**src/rtl/dtmr_pkg.sv**
```systemverilog
// Shared definitions for the motor PWM driver: FSM encoding, PWM period, direction bit index
// and the 2-of-3 fault vote.
package dtmr_pkg;

  typedef enum logic [1:0] {
    ST_IDLE  = 2'd0,
    ST_DRIVE = 2'd1,
    ST_DEAD  = 2'd2,
    ST_FAULT = 2'd3
  } state_e;

  localparam int PWM_PERIOD = 15;
  localparam int DIR_BIT    = 3;

  function automatic logic fault_majority(input logic [2:0] f);
    return (f[0] & f[1]) | (f[0] & f[2]) | (f[1] & f[2]);
  endfunction

endpackage

```
**src/rtl/pwm_tick_gen.sv**
```systemverilog
// Free-running prescaler; tick_o strobes for one clk every PRESCALE clks.
module pwm_tick_gen #(
  parameter int PRESCALE = 4
) (
  input  logic clk,
  input  logic rst_n,
  output logic tick_o
);

  localparam int PW = (PRESCALE > 1) ? $clog2(PRESCALE) : 1;

  logic [PW-1:0] pre_q, pre_d;

  always_comb begin
    tick_o = (pre_q == PW'(PRESCALE - 1));
    pre_d  = tick_o ? '0 : pre_q + PW'(1);
  end

  always_ff @(posedge clk or negedge rst_n) begin
    if (!rst_n) pre_q <= '0;
    else        pre_q <= pre_d;
  end

endmodule

```
**src/rtl/motor_pwm_drv.sv**
```systemverilog
// H-bridge PWM driver with period-aligned command sampling and dead-time on reversal.
// Optional latched fault stop enabled by defining DTMR_FAULT_STOP_EN.
module motor_pwm_drv
  import dtmr_pkg::*;
#(
  parameter int PRESCALE   = 4,
  parameter int DEAD_TICKS = 3
) (
  input  logic       clk,
  input  logic       rst_n,
  input  logic [3:0] speed_cmd_i,
  input  logic [3:0] dir_cmd_i,
  input  logic [2:0] fault_i,
  input  logic       fault_clr_i,
  output logic       pwm_fwd_o,
  output logic       pwm_rev_o,
  output logic       busy_o,
  output logic       stop_o
);

  logic       tick;
  logic       period_start;
  logic       drive_on;
  logic       dir_req;
  state_e     state_q, state_d;
  logic [3:0] cnt_q, cnt_d;
  logic [3:0] spd_q, spd_d;
  logic       dir_sh_q, dir_sh_d;
  logic       dir_q, dir_d;
  logic [3:0] dead_q, dead_d;
  logic       fwd_q, fwd_d;
  logic       rev_q, rev_d;
  logic       busy_q, busy_d;
  logic       stop_q, stop_d;
  logic       unused_dir;

  pwm_tick_gen #(.PRESCALE(PRESCALE)) u_tick (
    .clk    (clk),
    .rst_n  (rst_n),
    .tick_o (tick)
  );

  assign dir_req      = dir_cmd_i[DIR_BIT];
  assign unused_dir   = ^dir_cmd_i[2:0];
  assign period_start = tick && (cnt_q == 4'(PWM_PERIOD - 1));

`ifndef DTMR_FAULT_STOP_EN
  logic unused_fault;
  assign unused_fault = ^{fault_i, fault_clr_i};
`endif

  always_comb begin
    state_d  = state_q;
    cnt_d    = cnt_q;
    spd_d    = spd_q;
    dir_sh_d = dir_sh_q;
    dir_d    = dir_q;
    dead_d   = dead_q;

    if (tick) begin
      case (state_q)
        ST_IDLE, ST_DRIVE: begin
          cnt_d = period_start ? 4'd0 : cnt_q + 4'd1;
          if (period_start) begin
            spd_d    = speed_cmd_i;
            dir_sh_d = dir_req;
            if (speed_cmd_i == 4'd0) begin
              state_d = ST_IDLE;
            end else if (state_q == ST_IDLE) begin
              state_d = ST_DRIVE;
              dir_d   = dir_req;
            end else if (dir_req != dir_q) begin
              state_d = ST_DEAD;
              dead_d  = 4'd0;
            end
          end
        end
        // Counter is frozen in DEAD so no period start can resample the direction.
        ST_DEAD: begin
          if (dead_q == 4'(DEAD_TICKS - 1)) begin
            state_d = ST_DRIVE;
            dir_d   = dir_sh_q;
            cnt_d   = 4'd0;
          end else begin
            dead_d = dead_q + 4'd1;
          end
        end
        default: ;
      endcase
    end

`ifdef DTMR_FAULT_STOP_EN
    if (fault_majority(fault_i)) begin
      state_d = ST_FAULT;
      cnt_d   = 4'd0;
      dead_d  = 4'd0;
    end else if ((state_q == ST_FAULT) && fault_clr_i) begin
      state_d = ST_IDLE;
      cnt_d   = 4'd0;
    end
`endif

    // Legs derive from one direction bit, so they can never both be high.
    drive_on = (state_d == ST_DRIVE) && (cnt_d < spd_d);
    fwd_d    = drive_on && !dir_d;
    rev_d    = drive_on && dir_d;
    busy_d   = (state_d == ST_DEAD);
    stop_d   = (state_d == ST_FAULT);
  end

  always_ff @(posedge clk or negedge rst_n) begin
    if (!rst_n) begin
      state_q  <= ST_IDLE;
      cnt_q    <= 4'd0;
      spd_q    <= 4'd0;
      dir_sh_q <= 1'b0;
      dir_q    <= 1'b0;
      dead_q   <= 4'd0;
      fwd_q    <= 1'b0;
      rev_q    <= 1'b0;
      busy_q   <= 1'b0;
      stop_q   <= 1'b0;
    end else begin
      state_q  <= state_d;
      cnt_q    <= cnt_d;
      spd_q    <= spd_d;
      dir_sh_q <= dir_sh_d;
      dir_q    <= dir_d;
      dead_q   <= dead_d;
      fwd_q    <= fwd_d;
      rev_q    <= rev_d;
      busy_q   <= busy_d;
      stop_q   <= stop_d;
    end
  end

  assign pwm_fwd_o = fwd_q;
  assign pwm_rev_o = rev_q;
  assign busy_o    = busy_q;
  assign stop_o    = stop_q;

endmodule

```
**config.mk**
```make
export PLATFORM = sky130hd
export DESIGN_NAME = motor_pwm_drv
export DESIGN_NICKNAME = d
export VERILOG_FILES = /design/src/rtl/dtmr_pkg.sv /design/src/rtl/pwm_tick_gen.sv /design/src/rtl/motor_pwm_drv.sv
export SDC_FILE = /design/constraint.sdc
export NUM_CORES = 1
export LEC_CHECK = 0
export ABC_AREA = 0
export BUFFER_PORTS_ARGS = -buffer_cell sky130_fd_sc_hd__buf_2
export CAP_MARGIN = 20
export CORE_ASPECT_RATIO = 0.8
export CORE_MARGIN = 3
export CORE_UTILIZATION = 59
export DETAILED_ROUTE_END_ITERATION = 10
export PLACE_DENSITY = 0.82
export SYNTH_ARGS = -nofsm -noshare
export SYNTH_HDL_FRONTEND = slang
export SYNTH_SLANG_ARGS = --single-unit
export TNS_END_PERCENT = 30
```
**constraint.sdc**
```tcl
create_clock -name clk -period 4.3 [get_ports clk]
set_input_delay 0.215 -clock clk [delete_from_list [all_inputs] [get_ports clk]]
set_output_delay 0.215 -clock clk [all_outputs]
set_load 0.02 [all_outputs]
```
; Word level (Yosys, flattened, before mapping)
; Index checks and enable logic that the tools add are counted.
[totals]
register_bits = 22
inputBits = 14
output_inout_bits = 4
[op_classes]
add_sub_neg = 3
n_lt_le_gt_ge = 1
reduce_logical = 11
muxes = 27
n_eq_ne = 14
[ops]
columns = op, n
row1 = $mux W4, 11
row2 = $pmux W4 S2, 2
row3 = $mux W2, 7
row4 = $ne A2 B2 Y1 const B, 5
row5 = $add A4 B1 Y4 const B, 2
row6 = $eq A2 B2 Y1 const B, 4
row7 = $reduce_and A7 Y1, 1
row8 = $mux W1, 5
row9 = $eq A2 B1 Y1 const B, 2
row10 = $eq A4 B2 Y1 const B, 1
row11 = $eq A4 B4 Y1 const B, 1
row12 = $logic_and A1 B1 Y1, 4
row13 = $logic_not A4 Y1, 1
row14 = $lt A4 B4 Y1, 1
row15 = $pmux W2 S2, 1
row16 = $reduce_and A3 Y1, 1
row17 = $add A2 B1 Y2 const B, 1
row18 = $logic_not A2 Y1, 1
row19 = $pmux W1 S2, 1
row20 = $reduce_bool A2 Y1, 1
row21 = $reduce_or A2 Y1, 1
row22 = $logic_not A1 Y1, 1
row23 = $ne A1 B1 Y1, 1

; Longest topological paths before layout
; Gate-level depths: netlist (run 1).
[logic_depth]
depth_word = 10
ltp_mapped = 12
mapped_depth_nobuf = 12

; By module
; A second synthesis (run 1) with hierarchy kept.
[hier_totals]
hier_cells = 109
area_unflattened_um2 = 1208.7
[modules_own_cells]
columns = mod, cells_each, n_inst, area_per_inst_um2
row1 = motor_pwm_drv, 105, 1, 1142.3
row2 = pwm_tick_gen, 4, 1, 66.3

; Worst setup path before layout (run 1)
; No wires, ideal clock.
[synth_path]
kind = register to register
from = register cnt_q[0]
to = register rev_q, in the netlist pwm_rev_o
synth_period_minus_slack_ps = 2414
path_buffers = 0
path_stages_with_launch = 12
setup_ps = 73
arrival_time_ps = 2341
setup_slack_ps = 1886
required_time_ps = 4227
cell_sequence = dfrtp_1 > inv_1 > ha_1 > and3_2 > nand2_1 > mux2i_1 > ha_1 > a21oi_1 > nor2b_1 > a2111oi_0 > o211ai_1 > nor2b_1
[synth_via]
elab_chain_len = 8
elab_cells_between_ends = 20
[synth_lines]
columns = item, line_no
row1 = start: declaration, motor_pwm_drv.sv:26  ; logic [3:0] cnt_q, cnt_d;
row2 = start signal: assignment, motor_pwm_drv.sv:125  ; cnt_q <= cnt_d;
row3 = "parallel branches: the longest is 7 deep, another holds $add A4 B1 Y4", --
row4 = $logic_and A1 B1 Y1 (*), motor_pwm_drv.sv:106  ; rev_d = drive_on && dir_d;
row5 = via rev_d, motor_pwm_drv.sv:32  ; logic rev_q, rev_d;
row6 = end signal: assignment, motor_pwm_drv.sv:131  ; rev_q <= rev_d;
row7 = end: declaration, motor_pwm_drv.sv:32
; Mark *: on every way through the listed nets, which the timed path passes.
; A chain may end at the register's enable or synchronous reset.

; Worst setup path in the final report (run 1)
[layout_path]
from = register dead_q[0]
to = register fwd_q, in the netlist pwm_fwd_o
[layout_via]
elab_chain_len = 7
elab_cells_between_ends = 15
[layout_lines]
columns = item, line_no
row1 = start: declaration, motor_pwm_drv.sv:30  ; logic [3:0] dead_q, dead_d;
row2 = start signal: assignment, motor_pwm_drv.sv:118  ; dead_q <= 4'd0;
row3 = start signal: assignment, motor_pwm_drv.sv:129  ; dead_q <= dead_d;
row4 = $eq A4 B2 Y1, motor_pwm_drv.sv:80  ; if (dead_q == 4'(DEAD_TICKS - 1)) begin
row5 = $mux W4, motor_pwm_drv.sv:80
row6 = $pmux W4 S2, motor_pwm_drv.sv:61  ; case (state_q)
row7 = $mux W4, motor_pwm_drv.sv:60  ; if (tick) begin
row8 = via cnt_d[2], motor_pwm_drv.sv:26
row9 = $lt A4 B4 Y1, motor_pwm_drv.sv:104  ; drive_on = (state_d == ST_DRIVE) && (cnt_d < spd_d);
row10 = $logic_and A1 B1 Y1, motor_pwm_drv.sv:104
row11 = $logic_and A1 B1 Y1, motor_pwm_drv.sv:105  ; fwd_d = drive_on && !dir_d;
row12 = via fwd_d, motor_pwm_drv.sv:31  ; logic fwd_q, fwd_d;
row13 = end signal: assignment, motor_pwm_drv.sv:130  ; fwd_q <= fwd_d;
row14 = end: declaration, motor_pwm_drv.sv:31
; The timed path passes the listed nets, and every way through them passes these cells.

==> results of run 1 <==
routing by layer:
metal	vias to the layer above	routed length [um]
met2	45	1220
met3	8	190
met1	430	1040
met5	-	0
li1	424	-
met4	0	76
placed cells by master, fill, tap and decap left out, types with 4 or more instances in the layout:
master and count:
nor2b_1 4, buf_2 10, dfrtp_1 22, nand3_1 5, o21ai_0 6, ha_1 8
a21oi_1 5, nand2_1 7, inv_1 10
metrics by stage:
step | util, % | setup WS, ns
2_1_floorplan | - | 1.89
3_3_place_gp | 71.4 | 1.64
3_5_place_dp | 71.4 | 1.47
4_1_cts | 74.1 | 1.44
5_1_grt | 74.1 | 1.18
6_report | 74.1 | 1.40
registers in the layout (all words and copies together) (netlist names):
register	count
dead_q	4
pwm_rev_o	1
stop_o	1
u_tick.pre_q	2
dir_q	1
spd_q	4
state_q	2
cnt_q	4
pwm_fwd_o	1
dir_sh_q	1
busy_o	1
logic make-up after synthesis:
| family | synth area share (%) |
|---|---|
| flip-flops | 46.4 |
| buffers and inverters | 4.00 |
| multiplexers | 4.43 |
| AO/OA/AOI/OAI | 14.4 |
| adder cells (fa/ha/maj) | 8.43 |
| XOR/XNOR | 0.738 |
| AND/OR/NAND/NOR | 21.6 |
power by group through the flow:
stage,clock (W),sequential (W),combinational [W]
detailed placement,0,0.000321,0.000215
finish,0.000113,0.000321,0.000219
CTS,0.000115,0.000318,0.000217
floorplan,0,0.000316,0.000149
global placement,0,0.000316,0.000197
global route,0.000124,0.000327,0.000242
how the worst max path moves through the flow:
stage               slack [ns]   endpoint
finish                    1.40  pwm_fwd_o
global route              1.18  pwm_rev_o
CTS                       1.44  pwm_fwd_o
detailed placement        1.47  pwm_fwd_o
global placement          1.64  pwm_rev_o
floorplan                 1.89  pwm_rev_o
final cells by class:
| class | instances | area, sq um |
|---|---|---|
| clock buffers | 4 | 36.3 |
| fillers | 117 | 455 |
| inverters | 10 | 37.5 |
| multi-input cells | 76 | 589 |
| flip-flops and latches | 22 | 551 |
| well taps | 22 | 27.5 |
| repair buffers | 11 | 60.1 |
timing repair:
action,4_1_cts,5_1_grt
hold buffers,1,0
hold endpoints to repair,22,0
setup buffers,0,0
critical path, delay by kind of cell (launching register included):
family | cells | cell delay (ns)
fa+ha+maj | 2 | 0.51
flops | 1 | 0.43
simple gates | 4 | 0.70
buf+inv | 1 | 0.07
compound gates | 5 | 1.14
==> impl_metrics.toml, run 1 <==
[route]
drc = 0
dr_total_vias = 907
drt-total-wl_um = 2530
drtIter0Drc = 31
detail-route-antenna-nets = 0
avgRoutedWirePerCell_um = 17.4
first_pass_iters = 4
vias_per_cell = 6.26

[worst_setup_path]
worstPathRequired_ns = 4.55
reg2reg_slack_ns = 1.40
r2r-start = "dead_q[0]"
cpMostUsedCell = "ha_1"
rr_endpoint = "pwm_fwd_o"
arrival_ns = 3.15
path_cells = "inv_1 > ha_1 > nor4b_2 > o21ai_1 > nand2_1 > o21ai_0 > ha_1 > a21oi_1 > nor2b_1 > a2111oi_0 > o211ai_1 > nor2_1"
ff2ff_path_depth = 12
startpoint = "dead_q[0]"
slowest_delay_ns = 0.43
slowest_stage = "dfrtp_1"
start_kind = "flip-flop"
cp_max_fo = 6
end_kind = "flip-flop"
path_class = "flip-flop to flip-flop"

[yosys]
syn-instance-count = 110
synth_top_area_share_pct = 46.4
async_flop_share_pct = 100
synth_warnings = 0
synth_common_cells = "dfrtp_1, inv_1, ha_1"
syn_nets = 132
syn_area_per_cell_sq_um = 10.8
ys_seq_area_share_pct = 46.4
synth_edf_count = 0
yosysTopAreaCell = "dfrtp_1"
yosysUniqueCellTypes = 40
ys_ff_latch = 22
synth.most_common_cell = "dfrtp_1"
synth_area_sq_um = 1190
synthFlopType = "dfrtp_1"
netlist_top_cells_area = "dfrtp_1, ha_1, inv_1, mux2i_1, o21ai_0"

[place]
placed_cell_area_sq_um = 1250
io_buffer_count = 10
dp.cells = 140
dpl.hpwl_um = 1850
globalplace.congestion = 0.847

[power_and_ir_drop]
p_seq_share_pct = 49.2
powerDensity_nw_per_um2 = 501
combPwrFrac_pct = 33.6
p_leak_nw = 0.604
p_sw_w = 0.000245
power_w = 0.000652
power_switching_share_pct = 37.5
pwr-share-clk_pct = 17.3
ir_drop_mv = 0.324
p_int_w = 0.000407

[cts]
cts_resized = 0
path_clk_slew_ns = 0.13
clockBufferDepth = 2
root_buffer = "clkbuf_4"
h-tree-depth = 1
cts_buffers = 3
cts_tree = "built"
clock-sinks = 22
clk_latency_ns = 0.32

[final_layout]
n_antenna_cell = 0
instances_no_fill = 145
syn2layout_area_growth_pct = 9.59
nNetsFinal = 146
final_area_sq_um = 1300
drive_gt1_share_pct = 20.3

[timing]
period_minus_slack_ns = 2.90
worst_pin_slew_ns = 0.505
setup_viol = 0
max_freq_mhz = 344
hold_viol = 0
timing.slew.headroom_pct = 66.1
skew_ns = 0.0173
post-route-period-util_pct = 67.5
rsz0062_at_grt = "false"
slew_violations = 0
whs_ns = 0.172
setup_tns_ns = 0

[grt]
grt_use_met1_pct = 25.9
use_met3_pct = 7.00
grt-busiest-layer = "met2"
met2_usage_pct = 35.7
grt.total_usage_pct = 22.0
antenna_found_initial = 0
first_global_vias = 910
grt.overflow.total = 0
grt_start_max_net_pins = 23
grt_pass1_wl_um = 4210

[outcome]
status = "complete, no violations"

[min_path]
min_path_type = "input pin to flip-flop"
whs_path_depth = 2
hold_start = "dir_cmd_i[3]"
holdPathEnd = "dir_sh_q"

[floorplan]
die-area_sq_um = 2590
fp.dieH_um = 46.1
row_count = 13
ios = 18
die_w_um = 56.2
coreArea_sq_um = 1760
start_util_pct = 67.6

[run]
cap_violations = 0
Power figures use the tool's default switching activity.
==> inputs of run 2 (changes only) <==
--- a/config.mk
+++ b/config.mk
@@ -10,9 +10,9 @@
 export CAP_MARGIN = 20
 export CORE_ASPECT_RATIO = 0.8
 export CORE_MARGIN = 3
-export CORE_UTILIZATION = 59
+export CORE_UTILIZATION = 49
 export DETAILED_ROUTE_END_ITERATION = 10
-export PLACE_DENSITY = 0.82
+export PLACE_DENSITY = 0.73
 export SYNTH_ARGS = -nofsm -noshare
 export SYNTH_HDL_FRONTEND = slang
 export SYNTH_SLANG_ARGS = --single-unit
==> constraint.sdc (replaced) <==
create_clock -name clk -period 2.58 [get_ports clk]
set_input_delay 0.129 -clock clk [delete_from_list [all_inputs] [get_ports clk]]
set_output_delay 0.129 -clock clk [all_outputs]
set_load 0.02 [all_outputs]
==> impl_metrics.toml, run 2 (synthesized netlist as in run 1, its figures left out) <==
[outcome]
status = "complete, no violations"

[power_and_ir_drop]
powerDensity_nw_per_um2 = 863
ir_drop_mv = 0.615
p_leak_nw = 0.688

[timing]
slew_violations = 0
max_freq_mhz = 406
timing.slew.headroom_pct = 68.1
whs_ns = 0.0899
post-route-period-util_pct = 95.6
worst_pin_slew_ns = 0.478
setup_viol = 0
hold_viol = 0
period_minus_slack_ns = 2.47
skew_ns = 0.0112

[floorplan]
ios = 18
row_count = 15
start_util_pct = 53.2
die_w_um = 61.0
coreArea_sq_um = 2230
die-area_sq_um = 3050
fp.dieH_um = 50.0

[grt]
first_global_vias = 959
grt_pass1_wl_um = 4250
grt_start_max_net_pins = 23
grt.total_usage_pct = 18.5
grt.overflow.total = 0
antenna_found_initial = 0

[cts]
clockBufferDepth = 2
cts_tree = "built"
root_buffer = "clkbuf_4"
clk_latency_ns = 0.32
h-tree-depth = 1
cts_buffers = 3
path_clk_slew_ns = 0.13
clock-sinks = 22

[route]
drtIter0Drc = 44
drt-total-wl_um = 2540
vias_per_cell = 5.91
wl_met1_um = 1090
dr.max_layer_used = "met4"
dr_total_vias = 964
drc = 0
avgRoutedWirePerCell_um = 15.6
wl_met2_um = 1280
detail-route-antenna-nets = 0
first_pass_iters = 5
wl_met3_um = 146

[final_layout]
n_antenna_cell = 0
post-route-util_pct = 65.3
fillers = 177
instances_no_fill = 163
layout_common_cells = "dfrtp_1, buf_4, inv_1, buf_2, ha_1"
top_regs = "cnt_q (4), dead_q (4), spd_q (4)"
drive_gt1_share_pct = 31.9
nNetsFinal = 161
final_common_cell = "dfrtp_1"
syn2layout_area_growth_pct = 22.9

[place]
io_buffer_count = 10
dpl.hpwl_um = 1860
globalplace.congestion = 0.894
dp.cells = 156

[worst_setup_path]
cp_top_family = "compound AO/OA/AOI/OAI gates"
slowest_delay_ns = 0.43
reg2reg_slack_ns = 0.11
worstPathRequired_ns = 2.84
cp_max_fo = 5
end_kind = "flip-flop"
path_cells = "ha_1 > and3_2 > nor3_1 > a31oi_1 > o21ai_2 > ha_1 > a21oi_1 > nor2b_1 > a2111oi_2 > o211ai_1 > nor2b_1"
start_kind = "flip-flop"
slowest_stage = "dfrtp_1"
cp_num_buf_inv = 0
path_class = "flip-flop to flip-flop"
arrival_ns = 2.73

[run]
cap_violations = 0

[min_path]
min_path_type = "input pin to flip-flop"
[run 2: where the power goes]
group          internal [W]  switching, W  total, W
Combinational      0.000233      0.000258  0.000492
Clock              0.000157      0.000109  0.000266
Sequential         0.000434     0.0000680  0.000502
Total              0.000824      0.000435   0.00126
[run 2: layout make-up]
cell class	instances	area, sq um	share of cell area [%]
multi-input combinational	76	614	42.1
sequential	22	551	37.7
timing repair buffer	26	173	11.8
inverter	10	37.5	2.57
tap	25	31.3	2.14
clock inverter	1	30.0	2.06
clock buffer	3	22.5	1.54
[run 2: path summary, 6_finish.rpt]
path | startpoint | to | cells after the start
max in group asynchronous | rst_n | cnt_q[2] | 2
worst max register to register | cnt_q[1] | pwm_rev_o | 11
worst min register to register | u_tick.pre_q[0] | u_tick.pre_q[0] | 1
min in group asynchronous | rst_n | state_q[1] | 2
worst max-delay path | cnt_q[1] | pwm_rev_o | 11
worst min-delay path | dir_cmd_i[3] | dir_sh_q | 2
[run 2: metal layers]
layer  vias to the layer above  global-route usage [%]
li1                        456                       -
met1                       473                    24.9
met2                        31                    28.9
met3                         4                    5.50
met4                         0                    4.33
met5                         -                       0
[run 2: what timing repair did]
action	4_1_cts	5_1_grt
endpoints found under the setup margin	2	2
gates resized for setup	3	4
pin swaps	0	1
hold buffers	1	0
hold endpoints to repair	22	0
setup buffers	0	2
[run 2: per-stage QoR]
step | power (W) | cell area (sq um) | setup WS (ns) | setup TNS, ns
after floorplan | 0.000774 | 1190 | 0.166 | 0
after global placement | 0.000925 | 1360 | 0.0141 | 0
after detailed placement | 0.000949 | 1360 | -0.0678 | -0.113
after CTS | 0.00123 | 1420 | 0.0161 | 0
after global routing | 0.00135 | 1460 | -0.0853 | -0.167
final | 0.00126 | 1460 | 0.115 | 0
[run 2: worst reg2reg max path, stage by stage, from the launching register on]
cell and delay, ns:
dfrtp_1 0.43, ha_1 0.20, and3_2 0.25, nor3_1 0.18, a31oi_1 0.09, o21ai_2 0.18
ha_1 0.27, a21oi_1 0.14, nor2b_1 0.07, a2111oi_2 0.28, o211ai_1 0.19, nor2b_1 0.13
